## config.mk

```make
export PLATFORM = sky130hd
export DESIGN_NAME = node_datapath
export DESIGN_NICKNAME = d
export VERILOG_FILES = /design/src/rtl/dtree_pkg.sv /design/src/rtl/node_mult.sv /design/src/rtl/node_datapath.sv
export SDC_FILE = /design/constraint.sdc
export NUM_CORES = 1
export LEC_CHECK = 0
export ABC_AREA = 1
export CAP_MARGIN = 30
export CORE_ASPECT_RATIO = 1.4
export CORE_MARGIN = 2
export CORE_UTILIZATION = 55
export CTS_CLUSTER_SIZE = 8
export DETAILED_ROUTE_END_ITERATION = 6
export PLACE_DENSITY = 0.86
export RECOVER_POWER = 25
export SLEW_MARGIN = 30
export SYNTH_ARGS = -nofsm -noshare
export SYNTH_HDL_FRONTEND = slang
export SYNTH_HIERARCHICAL = 1
export SYNTH_SLANG_ARGS = --single-unit
```

## constraint.sdc

```tcl
create_clock -name clk -period 5.8 [get_ports clk]
set_input_delay 0.87 -clock clk [delete_from_list [all_inputs] [get_ports clk]]
set_output_delay 0.87 -clock clk [all_outputs]
set_load 0.05 [all_outputs]
```

## src/rtl/dtree_pkg.sv

```systemverilog
// Shared widths, FSM states and sizing helpers for the decision-tree node datapath.
package dtree_pkg;

    localparam int FEATURES_DEF          = 3;
    localparam int FEATURE_BIT_DEPTH_DEF = 10;
    localparam int COEFF_BIT_DEPTH_DEF   = 4;
    localparam int BIAS_BIT_DEPTH_DEF    = 10;
    localparam int ACC_BIT_DEPTH_DEF     = 18;

    typedef enum logic [1:0] {
        IDLE   = 2'd0,
        ACCUM  = 2'd1,
        DECIDE = 2'd2
    } state_e;

    // Full-width signed product of a coefficient and a feature.
    function automatic int prod_width(input int coeff_w, input int feat_w);
        return coeff_w + feat_w;
    endfunction

    // Internal sum width: widest operand plus enough guard bits that the
    // per-cycle sum never wraps before the range check.
    function automatic int sum_width(input int acc_w, input int prod_w, input int features);
        int base;
        int guard;
        base  = (acc_w > prod_w) ? acc_w : prod_w;
        guard = $clog2(features + 1);
        if (guard < 2) guard = 2;
        return base + guard;
    endfunction

endpackage

```

## src/rtl/node_mult.sv

```systemverilog
// Signed coefficient x feature multiplier: feature captured in feat_q, product combinational.
module node_mult
    import dtree_pkg::*;
#(
    parameter int COEFF_BIT_DEPTH   = COEFF_BIT_DEPTH_DEF,
    parameter int FEATURE_BIT_DEPTH = FEATURE_BIT_DEPTH_DEF,
    parameter int PROD_BIT_DEPTH    = prod_width(COEFF_BIT_DEPTH, FEATURE_BIT_DEPTH)
) (
    input  logic                         clk,
    input  logic                         rst,
    input  logic                         load_i,
    input  logic [FEATURE_BIT_DEPTH-1:0] feature_i,
    input  logic [COEFF_BIT_DEPTH-1:0]   coeff_i,
    output logic [PROD_BIT_DEPTH-1:0]    product_o
);

    logic [FEATURE_BIT_DEPTH-1:0] feat_q;

    always_ff @(posedge clk or posedge rst) begin
        if (rst) begin
            feat_q <= '0;
        end else if (load_i) begin
            feat_q <= feature_i;
        end
    end

    // Both operands sign-extended to the product width so the low bits are the exact product.
    assign product_o = PROD_BIT_DEPTH'($signed(coeff_i)) * PROD_BIT_DEPTH'($signed(feat_q));

endmodule

```

## src/rtl/node_datapath.sv

```systemverilog
// Decision-tree node evaluator: accumulates bias + feature terms, then emits the sign decision.
// Define NODE_DATAPATH_SAT_EN to saturate the accumulator instead of wrapping.
module node_datapath
    import dtree_pkg::*;
#(
    parameter int FEATURES          = FEATURES_DEF,
    parameter int FEATURE_BIT_DEPTH = FEATURE_BIT_DEPTH_DEF,
    parameter int COEFF_BIT_DEPTH   = COEFF_BIT_DEPTH_DEF,
    parameter int BIAS_BIT_DEPTH    = BIAS_BIT_DEPTH_DEF,
    parameter int ACC_BIT_DEPTH     = ACC_BIT_DEPTH_DEF
) (
    input  logic                         clk,
    input  logic                         reset,
    input  logic [FEATURE_BIT_DEPTH-1:0] feature,
    input  logic                         node_valid,
    input  logic                         load_bias,
    input  logic                         add,
    input  logic                         mult,
    input  logic                         is_one,
    input  logic                         is_zero,
    input  logic [COEFF_BIT_DEPTH-1:0]   coeff,
    input  logic [BIAS_BIT_DEPTH-1:0]    bias,
    output logic                         child_direction,
    output logic                         decision_valid,
    output logic [ACC_BIT_DEPTH-1:0]     acc,
    output logic                         overflow
);

    localparam int PW = prod_width(COEFF_BIT_DEPTH, FEATURE_BIT_DEPTH);
    localparam int SW = sum_width(ACC_BIT_DEPTH, PW, FEATURES);

    state_e                   state_q;
    logic                     decision_valid_q;
    logic [ACC_BIT_DEPTH-1:0] acc_q, acc_d;
    logic                     overflow_q, overflow_d;
    logic                     mul_pending_q, mul_pending_d;
    logic                     feat_load;
    logic                     term_add;
    logic [PW-1:0]            product;
    logic signed [SW-1:0]     add_term, mul_term, sum_w;
    logic [SW-ACC_BIT_DEPTH:0] sum_hi;
    logic                     sum_fits;

    node_mult #(
        .COEFF_BIT_DEPTH   (COEFF_BIT_DEPTH),
        .FEATURE_BIT_DEPTH (FEATURE_BIT_DEPTH),
        .PROD_BIT_DEPTH    (PW)
    ) u_mult (
        .clk       (clk),
        .rst       (reset),
        .load_i    (feat_load),
        .feature_i (feature),
        .coeff_i   (coeff),
        .product_o (product)
    );

    // is_zero suppresses both the direct add and the product for the current term.
    assign term_add = node_valid & add & is_one & ~is_zero;
    assign add_term = term_add ? SW'($signed(feature)) : '0;
    assign mul_term = mul_pending_q ? SW'($signed(product)) : '0;
    assign sum_w    = SW'($signed(acc_q)) + add_term + mul_term;
    // The sum fits when every bit above the ACC sign bit repeats it.
    assign sum_hi   = sum_w[SW-1:ACC_BIT_DEPTH-1];
    assign sum_fits = (&sum_hi) | ~(|sum_hi);

    always_comb begin
        acc_d         = acc_q;
        overflow_d    = overflow_q;
        mul_pending_d = 1'b0;
        feat_load     = 1'b0;
        if (node_valid && load_bias) begin
            acc_d      = ACC_BIT_DEPTH'($signed(bias));
            overflow_d = 1'b0;
        end else begin
            feat_load     = node_valid & mult & ~is_zero;
            mul_pending_d = feat_load;
            acc_d         = sum_w[ACC_BIT_DEPTH-1:0];
            if (!sum_fits) begin
                overflow_d = 1'b1;
`ifdef NODE_DATAPATH_SAT_EN
                acc_d = sum_w[SW-1] ? {1'b1, {(ACC_BIT_DEPTH-1){1'b0}}}
                                    : {1'b0, {(ACC_BIT_DEPTH-1){1'b1}}};
`endif
            end
        end
    end

    always_ff @(posedge clk or posedge reset) begin
        if (reset) begin
            acc_q         <= '0;
            overflow_q    <= 1'b0;
            mul_pending_q <= 1'b0;
        end else begin
            acc_q         <= acc_d;
            overflow_q    <= overflow_d;
            mul_pending_q <= mul_pending_d;
        end
    end

    // A pending product holds off DECIDE so the decision sees the drained sum.
    always_ff @(posedge clk or posedge reset) begin
        if (reset) begin
            state_q          <= IDLE;
            decision_valid_q <= 1'b0;
        end else begin
            decision_valid_q <= 1'b0;
            case (state_q)
                IDLE: begin
                    if (node_valid) state_q <= ACCUM;
                end
                ACCUM: begin
                    if (!node_valid && !mul_pending_q) begin
                        state_q          <= DECIDE;
                        decision_valid_q <= 1'b1;
                    end
                end
                DECIDE: begin
                    state_q <= node_valid ? ACCUM : IDLE;
                end
                default: state_q <= IDLE;
            endcase
        end
    end

    assign acc             = acc_q;
    assign overflow        = overflow_q;
    assign decision_valid  = decision_valid_q;
    assign child_direction = ~acc_q[ACC_BIT_DEPTH-1];

endmodule
```

**Yosys cells after proc, flatten, opt, wreduce, memory -nomap -nowiden**

Index checks and enable logic that the tools add are counted.

- Output and inout bits: 21
- Bits of input ports: 32
- Bits in registers: 33

- Bitwise operators: 9
- Muxes and demuxes: 12
- Add/sub/neg operators: 2
- Reduce and logical (&&, ||, !) cells: 8
- Multiply operators: 1
- Equal/unequal tests: 5

Operators with widths:

| kind | number |
|---|---|
| two-way mux 20 bit | 2 |
| adder 18 x 20 -> 20 bit | 1 |
| adder 20 bit | 1 |
| two-way mux 18 bit | 1 |
| multiplier 4 x 10 -> 14 bit | 1 |
| two-way mux 1 bit | 6 |
| case mux 2 bit (3 select lines) | 1 |
| AND 1 bit | 5 |
| two-way mux 2 bit | 2 |
| != test 2 bit (second input constant) | 2 |
| inverter 1 bit | 3 |
| AND reduction 3 bit | 1 |
| OR reduction 3 bit | 1 |
| == test 2 x 1 -> 1 bit (second input constant) | 1 |
| == test 2 bit (second input constant) | 1 |
| logical AND 1 bit | 2 |
| zero test 1 bit | 2 |
| zero test 2 bit | 1 |
| != test 2 x 1 -> 1 bit (second input constant) | 1 |
| AND reduction 2 bit | 1 |
| bitwise OR 1 bit | 1 |

**Logic depth before layout (Yosys ltp)**

- Depth in word-level cells: 11
- Mapped depth: 35
- Depth with buffers taken out: 34

**By module**

The synthesis kept the hierarchy.

Modules (own cells, without submodules):

| module | instances | area an instance (um^2) | cells each |
|---|---|---|---|
| node_datapath | 1 | 2467.4 | 340 |
| node_mult | 1 | 1864.3 | 249 |

**Worst setup path before layout**

Ideal clock, no wire load.

- Kind: input port to flip-flop
- From: input coeff[1]
- To: register overflow_q (netlist: overflow)
- Setup slack: 0.140 ns
- Path buffers: 1
- Stages on the path: 27
- Data required time: 5.687 ns
- Arrival time: 5.547 ns
- Cell sequence: clkbuf_1 -> nand2_1 -> fa_1 -> fa_1 -> inv_1 -> fa_1 -> ha_1 -> fa_1 -> nand3_1 -> nand3_1 -> inv_1 -> nand2_1 -> nand2_1 -> nand2_1 -> inv_1 -> fa_1 -> ha_1 -> a21oi_1 -> a21boi_0 -> nand2_1 -> inv_1 -> nand2_1 -> or2_1 -> nand2_1 -> nand3_1 -> nand2_1 -> inv_1

- Word-level cells in the longest chain between the ends: 7
- Elaborated cells between the ends (all ways): 8

Ends and longest elaborated chain:

| element | RTL line | source |
|---|---|---|
| from (decl) | node_datapath.sv:21 | `input logic [COEFF_BIT_DEPTH-1:0] coeff,` |
| multiplier 4 x 10 -> 14 bit (*) | node_mult.sv:28 | `assign product_o = PROD_BIT_DEPTH'($signed(coeff_i)) * PROD_BIT_DEPTH'($signed(feat_q));` |
| net product[13] | node_datapath.sv:39 | `logic [PW-1:0] product;` |
| two-way mux 20 bit (*) | node_datapath.sv:60 | `assign mul_term = mul_pending_q ? SW'($signed(product)) : '0;` |
| adder 20 bit (*) | node_datapath.sv:61 | `assign sum_w = SW'($signed(acc_q)) + add_term + mul_term;` |
| OR reduction 3 bit | node_datapath.sv:64 | `assign sum_fits = (&sum_hi) \| ~(\|sum_hi);` |
| inverter 1 bit | node_datapath.sv:64 |  |
| bitwise OR 1 bit (*) | node_datapath.sv:64 |  |
| != test 2 x 1 -> 1 bit (no source line) (*) | n/a |  |
| to (signal assigned) | node_datapath.sv:95 | `overflow_q <= overflow_d;` |
| to (decl) | node_datapath.sv:35 | `logic overflow_q, overflow_d;` |

Mark *: on every way through the listed nets, which the timed path passes. The rest lies on a longest branch.
A chain may end at the register's enable or synchronous reset.

**Final worst setup path**

- From: input coeff[3]
- To: register overflow_q (netlist: overflow)

The elaborated chain is that of the path after synthesis.

==> report_table.html <==
<table>
<tr><th>Metric</th><th>Value</th></tr>
<tr><th colspan="2">Final layout</th></tr>
<tr><td>Total Nets Final</td><td>812</td></tr>
<tr><td>Signed area change from the synthesized netlist to the final layout</td><td>33.97%</td></tr>
<tr><td>Multi-input combinational cell area</td><td>3301 µm²</td></tr>
<tr><td>Storage element area</td><td>825.8 µm²</td></tr>
<tr><td>Commonest cells after routing, fill and taps aside</td><td>171 x nand2_1, 115 x inv_1, 54 x buf_4</td></tr>
<tr><td>Filler cell count</td><td>527</td></tr>
<tr><td>Share of layout cells above drive strength 1</td><td>20.60%</td></tr>
<tr><td>Layout Utilization</td><td>75.34%</td></tr>
<tr><td>Number of antenna repair diodes</td><td>0</td></tr>
<tr><td>Count of placed standard cells in the final layout, fillers left out</td><td>799</td></tr>
<tr><td>Commonest non-fill, non-tap cell in the layout</td><td>nand2_1</td></tr>
<tr><td>Final standard cell area without fillers</td><td>5803 µm²</td></tr>
<tr><th colspan="2">Logic synthesis</th></tr>
<tr><td>Post-synthesis sequential area ratio</td><td>19.06%</td></tr>
<tr><td>Cell area after synthesis</td><td>4332 µm²</td></tr>
<tr><td>Syn_nets</td><td>703</td></tr>
<tr><td>Count of cell types in the netlist</td><td>38</td></tr>
<tr><td>Count of synthesis-stage warnings from yosys</td><td>6</td></tr>
<tr><td>Mean cell area of the mapped netlist</td><td>7.354 µm²</td></tr>
<tr><td>Flip-flop and latch count after synthesis</td><td>33</td></tr>
<tr><td>Synthesized instance count</td><td>589</td></tr>
<tr><th colspan="2">Critical path</th></tr>
<tr><td>Arrival time reported for the critical path endpoint</td><td>5.81 ns</td></tr>
<tr><td>Dominant cell type by count on the critical path</td><td>nand2_2</td></tr>
<tr><td>Type of element capturing the critical path</td><td>flip-flop</td></tr>
<tr><td>Crit start category</td><td>primary input</td></tr>
<tr><td>Worst-path maximum fanout</td><td>8</td></tr>
<tr><td>Count of cells along the worst register-to-register path</td><td>25</td></tr>
<tr><td>Crit Path Category</td><td>in2reg</td></tr>
<tr><td>Required time at the worst-slack endpoint</td><td>6.00 ns</td></tr>
<tr><td>R2R setup slack</td><td>0.53 ns</td></tr>
<tr><td>Highest cell delay on the worst timing path</td><td>0.60 ns</td></tr>
<tr><td>Critical path's slowest cell</td><td>fa_1</td></tr>
<tr><th colspan="2">STA</th></tr>
<tr><td>Setup slack of the critical path after layout</td><td>0.1891 ns</td></tr>
<tr><td>Share of the clock period used by the worst path after layout</td><td>96.74%</td></tr>
<tr><td>Post-Route Hold Slack</td><td>0.4649 ns</td></tr>
<tr><td>Post-Route Setup TNS</td><td>0 ns</td></tr>
<tr><td>Highest clock rate</td><td>0.1782 GHz</td></tr>
<tr><td>Final count of hold timing violations</td><td>0</td></tr>
<tr><td>Clock period minus worst slack</td><td>5.611 ns</td></tr>
<tr><td>Headroom to the max-slew limit</td><td>49.18%</td></tr>
<tr><td>Final Skew</td><td>0.01283 ns</td></tr>
<tr><td>Count of final max-slew check failures</td><td>0</td></tr>
<tr><td>Final setup viols</td><td>0</td></tr>
<tr><td>Transition time of the tightest slew-check pin</td><td>0.7623 ns</td></tr>
<tr><th colspan="2">CTS</th></tr>
<tr><td>Clock Pin Slew Worst Setup and Hold Paths</td><td>0.08 ns</td></tr>
<tr><td>Quantity of hold-fixing buffers added after cts</td><td>0</td></tr>
<tr><td>Total clock buffers created by CTS</td><td>5</td></tr>
<tr><td>Clock Sinks</td><td>33</td></tr>
<tr><td>H-tree levels</td><td>2</td></tr>
<tr><td>Clock Tree Root</td><td>clkbuf_8</td></tr>
<tr><td>Insertion delay to the later sink of the worst-skew pair</td><td>0.31 ns</td></tr>
<tr><td>Clock tree buffer depth</td><td>2</td></tr>
<tr><td>Clock tree from TritonCTS</td><td>built</td></tr>
<tr><th colspan="2">Routing</th></tr>
<tr><td>Initial DRT Pass Iterations</td><td>7</td></tr>
<tr><td>Top routing layer in use</td><td>met4</td></tr>
<tr><td>Met3 WL post-DR</td><td>499 µm</td></tr>
<tr><td>Post-DR vias/cell</td><td>5.365</td></tr>
<tr><td>Routed len/inst</td><td>15.97 µm</td></tr>
<tr><td>Detailed-route DRC error count</td><td>1</td></tr>
<tr><td>Number of DRC violations after detailed-routing iteration 0</td><td>281</td></tr>
<tr><td>Drt total wl</td><td>12.76 mm</td></tr>
<tr><td>DRT antenna net count</td><td>0</td></tr>
<tr><td>Met1 WL</td><td>4.587 mm</td></tr>
<tr><td>Met2 wire length</td><td>6.971 mm</td></tr>
<tr><td>Detailed-route via count</td><td>4,287</td></tr>
<tr><th colspan="2">GRT</th></tr>
<tr><td>Overall Global Routing Usage</td><td>27.79%</td></tr>
<tr><td>First-pass GRT wire length</td><td>18.93 mm</td></tr>
<tr><td>Maximum number of pins on one net before global-route repair</td><td>22</td></tr>
<tr><td>Antenna violations before repair</td><td>0</td></tr>
<tr><td>Total global routing overflow</td><td>0</td></tr>
<tr><td>Number of global-route vias before repair</td><td>4,313</td></tr>
<tr><th colspan="2">Place</th></tr>
<tr><td>Port buffer count</td><td>52</td></tr>
<tr><td>Post-Place Cell Area</td><td>5355 µm²</td></tr>
<tr><td>Detailed placer's ending HPWL</td><td>9.206 mm</td></tr>
<tr><td>Instance count after placement with tap cells included</td><td>788</td></tr>
<tr><td>Routability congestion estimate</td><td>0.9221</td></tr>
<tr><td>Pre-CTS worst setup slack</td><td>-0.5016 ns</td></tr>
<tr><th colspan="2">Run</th></tr>
<tr><td>Max capacitance violation total</td><td>0</td></tr>
<tr><th colspan="2">Worst hold path</th></tr>
<tr><td>WHS Path Cells</td><td>1</td></tr>
<tr><td>Hold crit path type</td><td>reg2reg</td></tr>
<tr><th colspan="2">Floorplan</th></tr>
<tr><td>Initial cell density of the core</td><td>56.24%</td></tr>
<tr><td>Number of placed I/O pins</td><td>53</td></tr>
<tr><td>Core Footprint</td><td>7702 µm²</td></tr>
<tr><td>Area of the die</td><td>8612 µm²</td></tr>
<tr><td>Number of standard-cell rows in the floorplan</td><td>38</td></tr>
<tr><td>Die height</td><td>109.0 µm</td></tr>
<tr><td>Die width</td><td>79.01 µm</td></tr>
<tr><th colspan="2">Pwr</th></tr>
<tr><td>Peak VDD IR</td><td>0.3606 mV</td></tr>
<tr><td>Power density normalized to cell area</td><td>489.2 nW/µm²</td></tr>
<tr><td>Static Leak</td><td>3.295 nW</td></tr>
<tr><td>Pwr Total</td><td>2.839 mW</td></tr>
<tr><th colspan="2">Status</th></tr>
<tr><td>Status</td><td>finished with violations</td></tr>
<tr><td>Violated checks</td><td>design-rule violations</td></tr>
</table>
-- synthesized netlist by cell type (all sizes together) --
cell type	instances	share of area, %
and2	2	0.29
o21ai	17	2.0
nor4	1	0.14
a211oi	1	0.17
nor3	3	0.46
a31oi	2	0.29
xor2	8	1.6
o211ai	1	0.29
a21boi	1	0.17
o21bai	4	0.78
a21o	1	0.17
or2	3	0.43
nand4	5	0.72
mux2	8	2.1
dfrtp	33	19
a21oi	24	3.2
fa	40	18
and3	1	0.14
nor2	40	3.7
ha	42	12
xnor2	5	1.0
nand3	31	4.3
nand2	187	17
inv	122	11
buf	2	0.38
clkbuf	5	0.43
-- routing by layer --
metal  track usage [%]  vias to the layer above
met5                 0                        -
met4             12.56                        0
met3             4.056                       63
met2             52.00                      149
met1             30.70                     2047
li1                  -                     2028
-- worst paths after layout --
| path | start | end |
|---|---|---|
| worst max-delay path | coeff[3] | overflow |
| worst min-delay path | state_q[1] | state_q[1] |
| worst max register to register | u_mult/feat_q[0] | overflow |
| worst min register to register | state_q[1] | state_q[1] |
| max in group asynchronous | reset | acc[8] |
| min in group asynchronous | reset | u_mult/feat_q[1] |
-- critical path, delay by kind of cell --
kind | cells | cell delay [ns]
AND/OR/NAND/NOR | 16 | 1.36
buffers and inverters | 6 | 0.93
XOR/XNOR | 1 | 0.14
adder cells (fa/ha/maj) | 6 | 2.48
-- report_power, final --
part | switching, mW | leakage (nW) | internal [mW]
Combinational | 1.21 | 2.83 | 0.954
Sequential | 0.0865 | 0.401 | 0.309
Clock | 0.106 | 0.0681 | 0.171
Total | 1.40 | 3.30 | 1.43
-- flip-flops by register name (all words and copies together) (netlist names) --
register and count:
acc 18, decision_valid 1, mul_pending_q 1, overflow 1
state_q 2, u_mult/feat_q 10
-- logic make-up (layout without fill, tap and decap cells) --
group                    after synthesis  count (layout)  synth area share [%]
AND/OR/NAND/NOR                      273             273                 27.18
buffers and inverters                129             239                 11.38
adder cells (fa/ha/maj)               82              82                 30.62
AO/OA/AOI/OAI                         51              51                 7.048
flip-flops                            33              33                 19.06
XOR/XNOR                              13              13                 2.629
multiplexers                           8               8                 2.080
-- area by class of cell --
| type | instances | share of cell area, % |
|---|---|---|
| Timing Repair Buffer | 109 | 16.49 |
| Tap cell | 100 | 2.156 |
| Multi-Input combinational cell | 427 | 56.88 |
| Clock buffer | 5 | 1.186 |
| Sequential cell | 33 | 14.23 |
| Inverter | 122 | 7.934 |
| Clock inverter | 3 | 1.121 |
-- timing repair --
item                                    in CTS  in global routing
endpoints found under the setup margin       4                 12
buffers inserted                             0                  2
gates cloned                                 0                  1
gates resized for setup                     11                 37
pin swaps                                    5                 20
No activity file was read; power rests on OpenSTA's default activity.
